$ cat config.mk
export PLATFORM = sky130hd
export DESIGN_NAME = lut_cfg_sched
export DESIGN_NICKNAME = d
export VERILOG_FILES = /design/src/rtl/lut_pkg.sv /design/src/rtl/lut_cfg_field.sv /design/src/rtl/lut_cfg_sched.sv
export SDC_FILE = /design/constraint.sdc
export NUM_CORES = 1
export LEC_CHECK = 0
export BUFFER_PORTS_ARGS = -buffer_cell sky130_fd_sc_hd__buf_2
export CAP_MARGIN = 0
export CORE_ASPECT_RATIO = 1.2
export CORE_UTILIZATION = 56
export DETAILED_ROUTE_END_ITERATION = 7
export MAX_ROUTING_LAYER = met4
export PLACE_DENSITY_LB_ADDON = 0.1
export SYNTH_ARGS = -nofsm -noshare
export SYNTH_HDL_FRONTEND = slang
export SYNTH_SLANG_ARGS = --single-unit
$ cat constraint.sdc
create_clock -name clk_i -period 3.3 [get_ports clk_i]
set_input_delay 0.495 -clock clk_i [delete_from_list [all_inputs] [get_ports clk_i]]
set_output_delay 0.495 -clock clk_i [all_outputs]
set_load 0.02 [all_outputs]
$ cat src/rtl/lut_pkg.sv
// rtl/lut_pkg.sv - shared types and constants for the LUT configuration scheduler
package lut_pkg;

    localparam int NUM_FIELDS = 6;

    localparam logic [2:0] FUNC_IDX = 3'd0;
    localparam logic [2:0] A_IDX    = 3'd1;
    localparam logic [2:0] B_IDX    = 3'd2;
    localparam logic [2:0] C_IDX    = 3'd3;
    localparam logic [2:0] D_IDX    = 3'd4;
    localparam logic [2:0] E_IDX    = 3'd5;

    typedef enum logic [1:0] {
        EDGE_RISE   = 2'd0,
        EDGE_FALL   = 2'd1,
        EDGE_EITHER = 2'd2,
        EDGE_RSVD   = 2'd3
    } edge_mode_e;

    typedef enum logic [1:0] {
        MODE_IMMED  = 2'd0,
        MODE_COMMIT = 2'd1,
        MODE_TRIG   = 2'd2
    } mode_e;

    typedef enum logic [1:0] {
        ST_IDLE  = 2'd0,
        ST_ARMED = 2'd1,
        ST_APPLY = 2'd2
    } sched_state_e;

endpackage

$ cat src/rtl/lut_cfg_field.sv
// rtl/lut_cfg_field.sv - one shadow/live/pending/wstb slice of the LUT configuration
module lut_cfg_field #(
    parameter int           W       = 2,
    parameter logic [W-1:0] RST_VAL = '0
) (
    input  logic         clk_i,
    input  logic         reset_n_i,
    input  logic         wr_i,
    input  logic [W-1:0] wdata_i,
    input  logic         apply_i,
    output logic [W-1:0] live_o,
    output logic         wstb_o,
    output logic         pending_o
);

    logic [W-1:0] shadow;
    logic         take;

    // A write landing in the apply cycle is forwarded straight into the live value
    assign take = apply_i && (pending_o || wr_i);

    // Shadow capture, atomic copy to live, and the matching one-cycle update strobe
    always_ff @(posedge clk_i or negedge reset_n_i) begin
        if (!reset_n_i) begin
            shadow    <= RST_VAL;
            live_o    <= RST_VAL;
            wstb_o    <= 1'b0;
            pending_o <= 1'b0;
        end else begin
            if (wr_i) begin
                shadow <= wdata_i;
            end
            wstb_o <= take;
            if (take) begin
                live_o    <= wr_i ? wdata_i : shadow;
                pending_o <= 1'b0;
            end else if (wr_i) begin
                pending_o <= 1'b1;
            end
        end
    end

endmodule

$ cat src/rtl/lut_cfg_sched.sv
// rtl/lut_cfg_sched.sv - atomic immediate/commit/trigger scheduler for LUT configuration
module lut_cfg_sched
    import lut_pkg::*;
#(
    parameter logic [31:0] FUNC_RST    = 32'h0000_0000,
    parameter logic [1:0]  EDGE_RST    = 2'b00,
    parameter int unsigned ARM_TIMEOUT = 0
) (
    input  logic        clk_i,
    input  logic        reset_n_i,
    input  logic [2:0]  reg_addr_i,
    input  logic [31:0] reg_data_i,
    input  logic        reg_wstb_i,
    input  logic [1:0]  mode_i,
    input  logic        commit_i,
    input  logic        trig_i,
    input  logic        abort_i,
    output logic [31:0] func_o,
    output logic        func_wstb_o,
    output logic [1:0]  a_o,
    output logic [1:0]  b_o,
    output logic [1:0]  c_o,
    output logic [1:0]  d_o,
    output logic [1:0]  e_o,
    output logic        a_wstb_o,
    output logic        b_wstb_o,
    output logic        c_wstb_o,
    output logic        d_wstb_o,
    output logic        e_wstb_o,
    output logic [5:0]  pending_o,
    output logic        busy_o,
    output logic        applied_o,
    output logic        err_o
);

    localparam logic [31:0] TO_LAST = 32'(ARM_TIMEOUT - 1);

    sched_state_e state, state_d;
    mode_e        cur_mode;
    logic [31:0]  arm_cnt;
    logic         trig_q;
    logic         trig_rise;
    logic         timeout_hit;
    logic         do_apply;
    logic         do_timeout;
    logic         wr_legal;
    logic         wr_illegal;
    logic         edge_rsvd;

    logic [NUM_FIELDS-1:0] fld_wr;
    logic [NUM_FIELDS-1:0] fld_wstb;
    logic [NUM_FIELDS-1:0] fld_pend;
    logic [1:0]            edge_live [1:NUM_FIELDS-1];

    // Reserved edge code only matters for the edge fields; FUNC takes any data
    assign edge_rsvd  = (edge_mode_e'(reg_data_i[1:0]) == EDGE_RSVD) && (reg_addr_i != FUNC_IDX);
    assign wr_legal   = reg_wstb_i && (reg_addr_i <= E_IDX) && !edge_rsvd;
    assign wr_illegal = reg_wstb_i && !wr_legal;

    assign cur_mode    = (mode_i == 2'd3) ? MODE_COMMIT : mode_e'(mode_i);
    assign trig_rise   = trig_i && !trig_q;
    assign timeout_hit = (ARM_TIMEOUT != 0) && (arm_cnt == TO_LAST);

    // Next-state and apply decision; abort beats trigger, trigger beats timeout
    always_comb begin
        state_d    = state;
        do_apply   = 1'b0;
        do_timeout = 1'b0;
        case (state)
            ST_IDLE: begin
                if (cur_mode == MODE_IMMED) begin
                    if (wr_legal) begin
                        do_apply = 1'b1;
                        state_d  = ST_APPLY;
                    end
                end else if (cur_mode == MODE_TRIG) begin
                    if (commit_i) begin
                        state_d = ST_ARMED;
                    end
                end else if (commit_i) begin
                    do_apply = 1'b1;
                    state_d  = ST_APPLY;
                end
            end
            ST_ARMED: begin
                if (abort_i) begin
                    state_d = ST_IDLE;
                end else if (trig_rise) begin
                    do_apply = 1'b1;
                    state_d  = ST_APPLY;
                end else if (timeout_hit) begin
                    do_timeout = 1'b1;
                    state_d    = ST_IDLE;
                end
            end
            ST_APPLY: begin
                state_d = ST_IDLE;
            end
            default: begin
                state_d = ST_IDLE;
            end
        endcase
    end

    // State register, armed-wait counter, trigger history and error pulse
    always_ff @(posedge clk_i or negedge reset_n_i) begin
        if (!reset_n_i) begin
            state   <= ST_IDLE;
            arm_cnt <= 32'd0;
            trig_q  <= 1'b0;
            err_o   <= 1'b0;
        end else begin
            state   <= state_d;
            arm_cnt <= (state == ST_ARMED) ? arm_cnt + 32'd1 : 32'd0;
            trig_q  <= trig_i;
            err_o   <= wr_illegal || do_timeout;
        end
    end

    assign busy_o    = (state != ST_IDLE);
    assign applied_o = (state == ST_APPLY);

    for (genvar gi = 0; gi < NUM_FIELDS; gi++) begin : g_wr
        assign fld_wr[gi] = wr_legal && (reg_addr_i == 3'(gi));
    end

    lut_cfg_field #(
        .W       (32),
        .RST_VAL (FUNC_RST)
    ) u_func (
        .clk_i     (clk_i),
        .reset_n_i (reset_n_i),
        .wr_i      (fld_wr[0]),
        .wdata_i   (reg_data_i),
        .apply_i   (do_apply),
        .live_o    (func_o),
        .wstb_o    (fld_wstb[0]),
        .pending_o (fld_pend[0])
    );

    for (genvar gi = 1; gi < NUM_FIELDS; gi++) begin : g_edge
        lut_cfg_field #(
            .W       (2),
            .RST_VAL (EDGE_RST)
        ) u_edge (
            .clk_i     (clk_i),
            .reset_n_i (reset_n_i),
            .wr_i      (fld_wr[gi]),
            .wdata_i   (reg_data_i[1:0]),
            .apply_i   (do_apply),
            .live_o    (edge_live[gi]),
            .wstb_o    (fld_wstb[gi]),
            .pending_o (fld_pend[gi])
        );
    end

    assign a_o = edge_live[1];
    assign b_o = edge_live[2];
    assign c_o = edge_live[3];
    assign d_o = edge_live[4];
    assign e_o = edge_live[5];

    assign func_wstb_o = fld_wstb[0];
    assign a_wstb_o    = fld_wstb[1];
    assign b_wstb_o    = fld_wstb[2];
    assign c_wstb_o    = fld_wstb[3];
    assign d_wstb_o    = fld_wstb[4];
    assign e_wstb_o    = fld_wstb[5];

    assign pending_o = fld_pend;

endmodule
==> run summary, run 1 <==
Worst skew pair latency - 340 ps
RD Place Congestion - 0.788
Synth area leaders - dfrtp_1 (65%), mux2_2 (15%), mux2_1 (9.0%)
Worst-margin pin slew - 623 ps
Core area - 6570 sq um
Post-CTS resize count - 0
Placed insts - 415
Clock Sinks - 100
Clock Skew - 9.12 ps
R2R cell count - 5
Final min period - 1990 ps
#FFs+latches synth - 100
Initial antenna violation count - 0
Global route overflow - 0
Crit-path cells - nor2_1, o2111ai_2, a21oi_4, buf_12, mux2_1
Synth-to-Final Area Change - 18.3%
Maxcap violations - 0
Drt pass-1 iters - 4
PD cells - 769 nW/um^2
Dpl hpwl - 4730 um
Post-synth cell types - 26
Via count - 2,316
H-tree Lvls - 3
Critical path startpoint category - flip-flop
Post-Syn Nets - 287
Clk pin slew, worst setup/hold paths - 90 ps
Root buffer cell - clkbuf_8
Crit path buf inv count - 1
Critical Path RT - 3520 ps
Worst setup EP type - flip-flop
Endpoints failing hold - 0
Final ANT Viol Nets - 0
Seq/Total Area, Yosys - 64.6%
Mapped Cells - 244
WS Path Type - flip-flop to flip-flop
RSZ-0062 raised after global routing - false
Dominant cell type by area after synthesis - dfrtp_1
Most common cell in the netlist - dfrtp_1
Starting density of the core - 59.0%
Antenna cells - 0
TritonCTS clock tree - done
Number of synthesized flops with an enable pin - 0
Reg2reg setup slack - 1310 ps
Crit path max-delay family - compound AO/OA/AOI/OAI gates
Die ar. - 7250 sq um
DRC Markers - 0
Setup Viol. Count Final - 0
Fin Setup TNS - 0 ps
Max Fclk - 0.503 GHz
Post-CTS setup buffer count - 0
Clock buffer depth - 2
Leakage - 0.00223 uW
Row cnt - 32
Worst IR drop on VDD - 523 uV
Vias in the first global route - 2,341
Asr flop ratio synth - 100%
CP Data Arrival Time - 2210 ps
Critical Path Max Stage Delay - 410 ps
Crit path max fanout - 33
Main synth FF type - dfrtp_1
Worst hold path type - input pin to asynchronous set/reset pin
Synth Warn # - 0
Iter 0 DRT Violations - 133
CP max-delay cell - dfrtp_1
Post-cts hold buffer count - 0
Port bufs - 99
Die H - 93.1 um
Largest net degree at the start of global routing - 53
Final wirelength - 6740 um
Die W - 77.9 um
Final Non-Filler Cells - 430
Status - finished clean
Post-synth top area share - 64.6%
Crit share post-route - 60.3%
Total track usage - 21.1%
Avg WL per Cell - 15.7 um
Commonest cells post-synth - dfrtp_1 (100), mux2_2 (53), mux2_1 (31)
IO Pins - 100
First-pass GRT wire length - 11,200 um
Fraction of layout cells with a size suffix above 1 - 51.3%
Mean Syn Cell Area - 15.9 sq um
Avg Vias per Cell - 5.39
CP Depth - 5
CTS Buf Count - 9
Final-report max-slew violation count - 0
Slew HR - 58.5%
Nets - 384
Post-Synthesis Cell Area - 3870 sq um
==> metrics by stage <==
stage	cell area [sq um]	util, %	hold slack (ps)	power [uW]	setup slack (ps)
after detailed placement	4410	67.2	470	2890	941
final	4580	69.7	149	3520	1310
after floorplan	3870	-	199	2480	1250
after global placement	4410	67.2	464	2850	984
after CTS	4580	69.7	165	3560	1300
after global routing	4580	69.7	190	3720	1180
==> cell families (layout without fill, tap and decap cells) <==
logic type | Yosys count | count (layout) | synth area share, %
multiplexers | 84 | 84 | 24.4
flip-flops | 100 | 100 | 64.6
AO/OA/AOI/OAI | 16 | 16 | 3.72
AND/OR/NAND/NOR | 24 | 24 | 3.85
buffers and inverters | 20 | 121 | 3.36
==> layout by cell type, fill, tap and decap left out, drive strengths merged, types with 2 or more instances in the layout <==
cell    netlist  final
dfrtp       100    100
nor2b         2      2
clkinv        0      3
clkbuf        0     11
buf          17    103
inv           3      3
nor2          9      9
nand2         2      2
mux2         84     84
a21oi         7      7
a41oi         4      4
nand4         4      4
nor3b         2      2
==> metal layers <==
metal	GRT usage (%)	vias to the layer above	share of wire (%)
li1	-	1053	-
met1	26.3	1185	43
met2	34.3	70	51
met3	4.68	8	4.8
met4	7.41	0	1.2
met5	-	-	0
==> cell type report <==
| cell class | instances | area [sq um] |
|---|---|---|
| Clock inverter | 4 | 26.3 |
| Timing Repair Buffer | 103 | 553 |
| Clock buffer | 11 | 141 |
| Sequential cell | 100 | 2500 |
| Multi-Input combinational cell | 124 | 1240 |
| Inverter | 3 | 11.3 |
| Tap cell | 85 | 106 |
| Fill cell | 487 | 1990 |
==> flip-flops by register name, indices dropped and copies added, names as in the netlist <==
signal,cells
u_func.live_o,32
g_edge.u_edge.shadow,10
g_edge.u_edge.live_o,10
g_edge.u_edge.wstb_o,5
u_func.wstb_o,1
g_edge.u_edge.pending_o,5
state,2
trig_q,1
u_func.pending_o,1
u_func.shadow,32
err_o,1
==> where the power goes <==
part           internal (uW)  switching (uW)  total, uW
Combinational            453             640       1090
Sequential              1600             153       1760
Clock                    290             383        673
==> worst paths after layout <==
check / end / from
hold reg to reg: u_func.live_o[0] / u_func.live_o[0]
setup reg to reg: u_func.live_o[8] / state[1]
setup / recovery: u_func.live_o[8] / state[1]
hold / removal: trig_q / reset_n_i
max in group asynchronous: u_func.live_o[27] / reset_n_i
min in group clk_i: trig_q / trig_i
No activity file was read; power rests on OpenSTA's default activity.
==> run 2, diff against run 1 <==
--- a/config.mk
+++ b/config.mk
@@ -5,10 +5,11 @@
 export SDC_FILE = /design/constraint.sdc
 export NUM_CORES = 1
 export LEC_CHECK = 0
+export ABC_AREA = 1
 export BUFFER_PORTS_ARGS = -buffer_cell sky130_fd_sc_hd__buf_2
 export CAP_MARGIN = 0
 export CORE_ASPECT_RATIO = 1.2
-export CORE_UTILIZATION = 56
+export CORE_UTILIZATION = 48
 export DETAILED_ROUTE_END_ITERATION = 7
 export MAX_ROUTING_LAYER = met4
 export PLACE_DENSITY_LB_ADDON = 0.1
==> constraint.sdc (replaced) <==
create_clock -name clk_i -period 1.6 [get_ports clk_i]
set_input_delay 0.24 -clock clk_i [delete_from_list [all_inputs] [get_ports clk_i]]
set_output_delay 0.24 -clock clk_i [all_outputs]
set_load 0.02 [all_outputs]
==> run 2 against run 1 <==
  * Sequential share of layout area is 4.6 points lower
  * Final cell count up 54%
  * Critical path type unchanged
  * Power increased by 110%
==> run summary, run 2 <==
Starting density of the core - 50.4%
PD cells - 1510 nW/um^2
RSZ-0062 raised after global routing - false
Vias in the first global route - 3,203
Total power - 7540 uW
Top Registers - u_func.live_o: 32 flops, u_func.shadow: 32 flops
Via count - 3,208
DRC Markers - 0
Hold Path Depth - 3
Initial antenna violation count - 0
Clk pin slew, worst setup/hold paths - 90 ps
Most common cell after layout, fill and taps aside - nand2_1
Synth-to-Final Area Change - 20.3%
TritonCTS clock tree - done
Setup Viol. Count Final - 0
Worst-margin pin slew - 323 ps
Avg WL per Cell - 13.1 um
Post-Syn Nets - 486
Antenna cells - 0
First-pass GRT wire length - 14,900 um
Final ANT Viol Nets - 0
Slew HR - 78.5%
Core area - 8240 sq um
Post-Synthesis Cell Area - 4150 sq um
Mean Syn Cell Area - 9.37 sq um
Die W - 86.9 um
Final Non-Filler Cells - 663
CTS Buf Count - 9
Fraction of layout cells with a size suffix above 1 - 27.0%
Worst hold path type - input pin to flip-flop
Layout fillers - 742
Main synth FF type - dfrtp_1
Final wirelength - 8680 um
Root buffer cell - clkbuf_8
Die H - 104 um
Placed insts - 645
Clock Skew - 8.24 ps
Final min period - 1510 ps
Global route overflow - 0
Dominant cell type by area after synthesis - dfrtp_1
Worst IR drop on VDD - 811 uV
Asr flop ratio synth - 100%
Commonest cells post-synth - nand2_1 (141), dfrtp_1 (100), inv_1 (52)
Leakage - 0.00288 uW
RD Place Congestion - 0.764
Nets - 587
Most common cell in the netlist - nand2_1
Seq/Total Area, Yosys - 60.3%
Max Fclk - 0.664 GHz
Iter 0 DRT Violations - 190
Synth area leaders - dfrtp_1 (60%), nand2_1 (13%), inv_1 (4.7%)
#FFs+latches synth - 100
WHS - 148 ps
Fin Setup TNS - 0 ps
Clock buffer depth - 2
Worst skew pair latency - 350 ps
Final-report max-slew violation count - 0
CP Data Arrival Time - 1750 ps
Die ar. - 9030 sq um
Synth Warn # - 0
Post-synth cell types - 25
WS Path Type - flip-flop to flip-flop
Port bufs - 99
Critical Path RT - 1840 ps
IO Pins - 100
R2R cell count - 6
Row cnt - 36
Crit path max fanout - 5
Worst setup EP type - flip-flop
Mapped Cells - 443
Maxcap violations - 0
Critical path startpoint category - flip-flop
Avg Vias per Cell - 4.84
H-tree Lvls - 3
Dpl hpwl - 5990 um
Number of synthesized flops with an enable pin - 0
Clock Sinks - 100
Post-synth top area share - 60.3%
Endpoints failing hold - 0
Status - finished clean
Leading cell types in the layout, fill and taps excluded - nand2_1 (141), dfrtp_1 (100), buf_2 (98), inv_1 (52), nand3_1 (36)
Crit share post-route - 94.2%
Drt pass-1 iters - 4
Total track usage - 21.7%
Largest net degree at the start of global routing - 52
==> run 2: changes by cell type after synthesis, moves of 18 or more <==
cell	previous run	this run
inv_1	3	52
mux2_1	31	0
mux2_2	53	0
nand2_1	2	141
nand3_1	1	36
o21ai_0	0	18
o21ai_1	0	25
==> run 2: kinds of logic (layout without fill, tap and decap cells) <==
family | after synthesis | count (layout) | share of synthesized area, %
simple gates | 214 | 214 | 23.9
flops | 100 | 100 | 60.3
buf+inv | 77 | 183 | 9.13
compound gates | 52 | 52 | 6.72
==> run 2: routing by layer <==
metal  wire (um)  vias to the layer above  GRT usage (%)  share of wire, %
li1            -                     1593              -                 -
met1        3920                     1521           27.2                45
met2        4270                       80           35.4                49
met3         316                       14           2.94               3.6
met4         180                        0           8.93               2.1
met5           0                        -              -                 0
==> run 2: worst paths after layout <==
kind                            slack [ps]                        from                    endpoint
worst max-delay path                    90                    state[1]  g_edge[4].u_edge.live_o[1]
worst min-delay path                   150              reg_data_i[18]           u_func.shadow[18]
worst max register to register          90                    state[1]  g_edge[4].u_edge.live_o[1]
worst min register to register         480  g_edge[1].u_edge.live_o[0]  g_edge[1].u_edge.live_o[0]
max in group asynchronous              940                   reset_n_i                       err_o
min in group asynchronous              420                   reset_n_i               u_func.wstb_o
==> run 2: critical path: stages (launching register included) <==
cell and delay (ps):
dfrtp_1 390, or2_1 300, o22ai_4 180, buf_4 180, nand4_1 190, nand2_1 100, nand2_1 60
==> run 2: repair_timing <==
action / 4_1_cts / 5_1_grt
setup endpoints to repair: 0 / 1
setup buffers: 0 / 0
endpoints found under the hold margin: 101 / 0
hold buffers: 2 / 0
resized for setup: 0 / 2
==> run 2: through the flow <==
| stage | instance area [sq um] | worst slack, ps | utilization (%) |
|---|---|---|---|
| CTS | 4990 | 82.4 | 60.5 |
| floorplan | 4150 | 85.9 | - |
| global route | 5000 | 15.6 | 60.6 |
| global placement | 4790 | 56.5 | 58.1 |
| finish | 5000 | 92.9 | 60.6 |
| detailed placement | 4790 | 32.3 | 58.1 |
==> run 2: area by class of cell <==
type / count / area (sq um) / share of cell area [%]
Sequential cell: 100 / 2500 / 50.1
Clock buffer: 13 / 159 / 3.18
Multi-Input combinational cell: 266 / 1280 / 25.7
Inverter: 53 / 199 / 3.98
Timing Repair Buffer: 114 / 691 / 13.8
Clock inverter: 3 / 21.3 / 0.426
Tap cell: 114 / 143 / 2.85
==> run 2: power by group <==
part / leakage [uW] / switching, uW / internal, uW
combinational: 0.00149 / 1630 / 843
clock: 0.0000896 / 825 / 654
sequential: 0.00130 / 336 / 3250
total: 0.00288 / 2790 / 4750
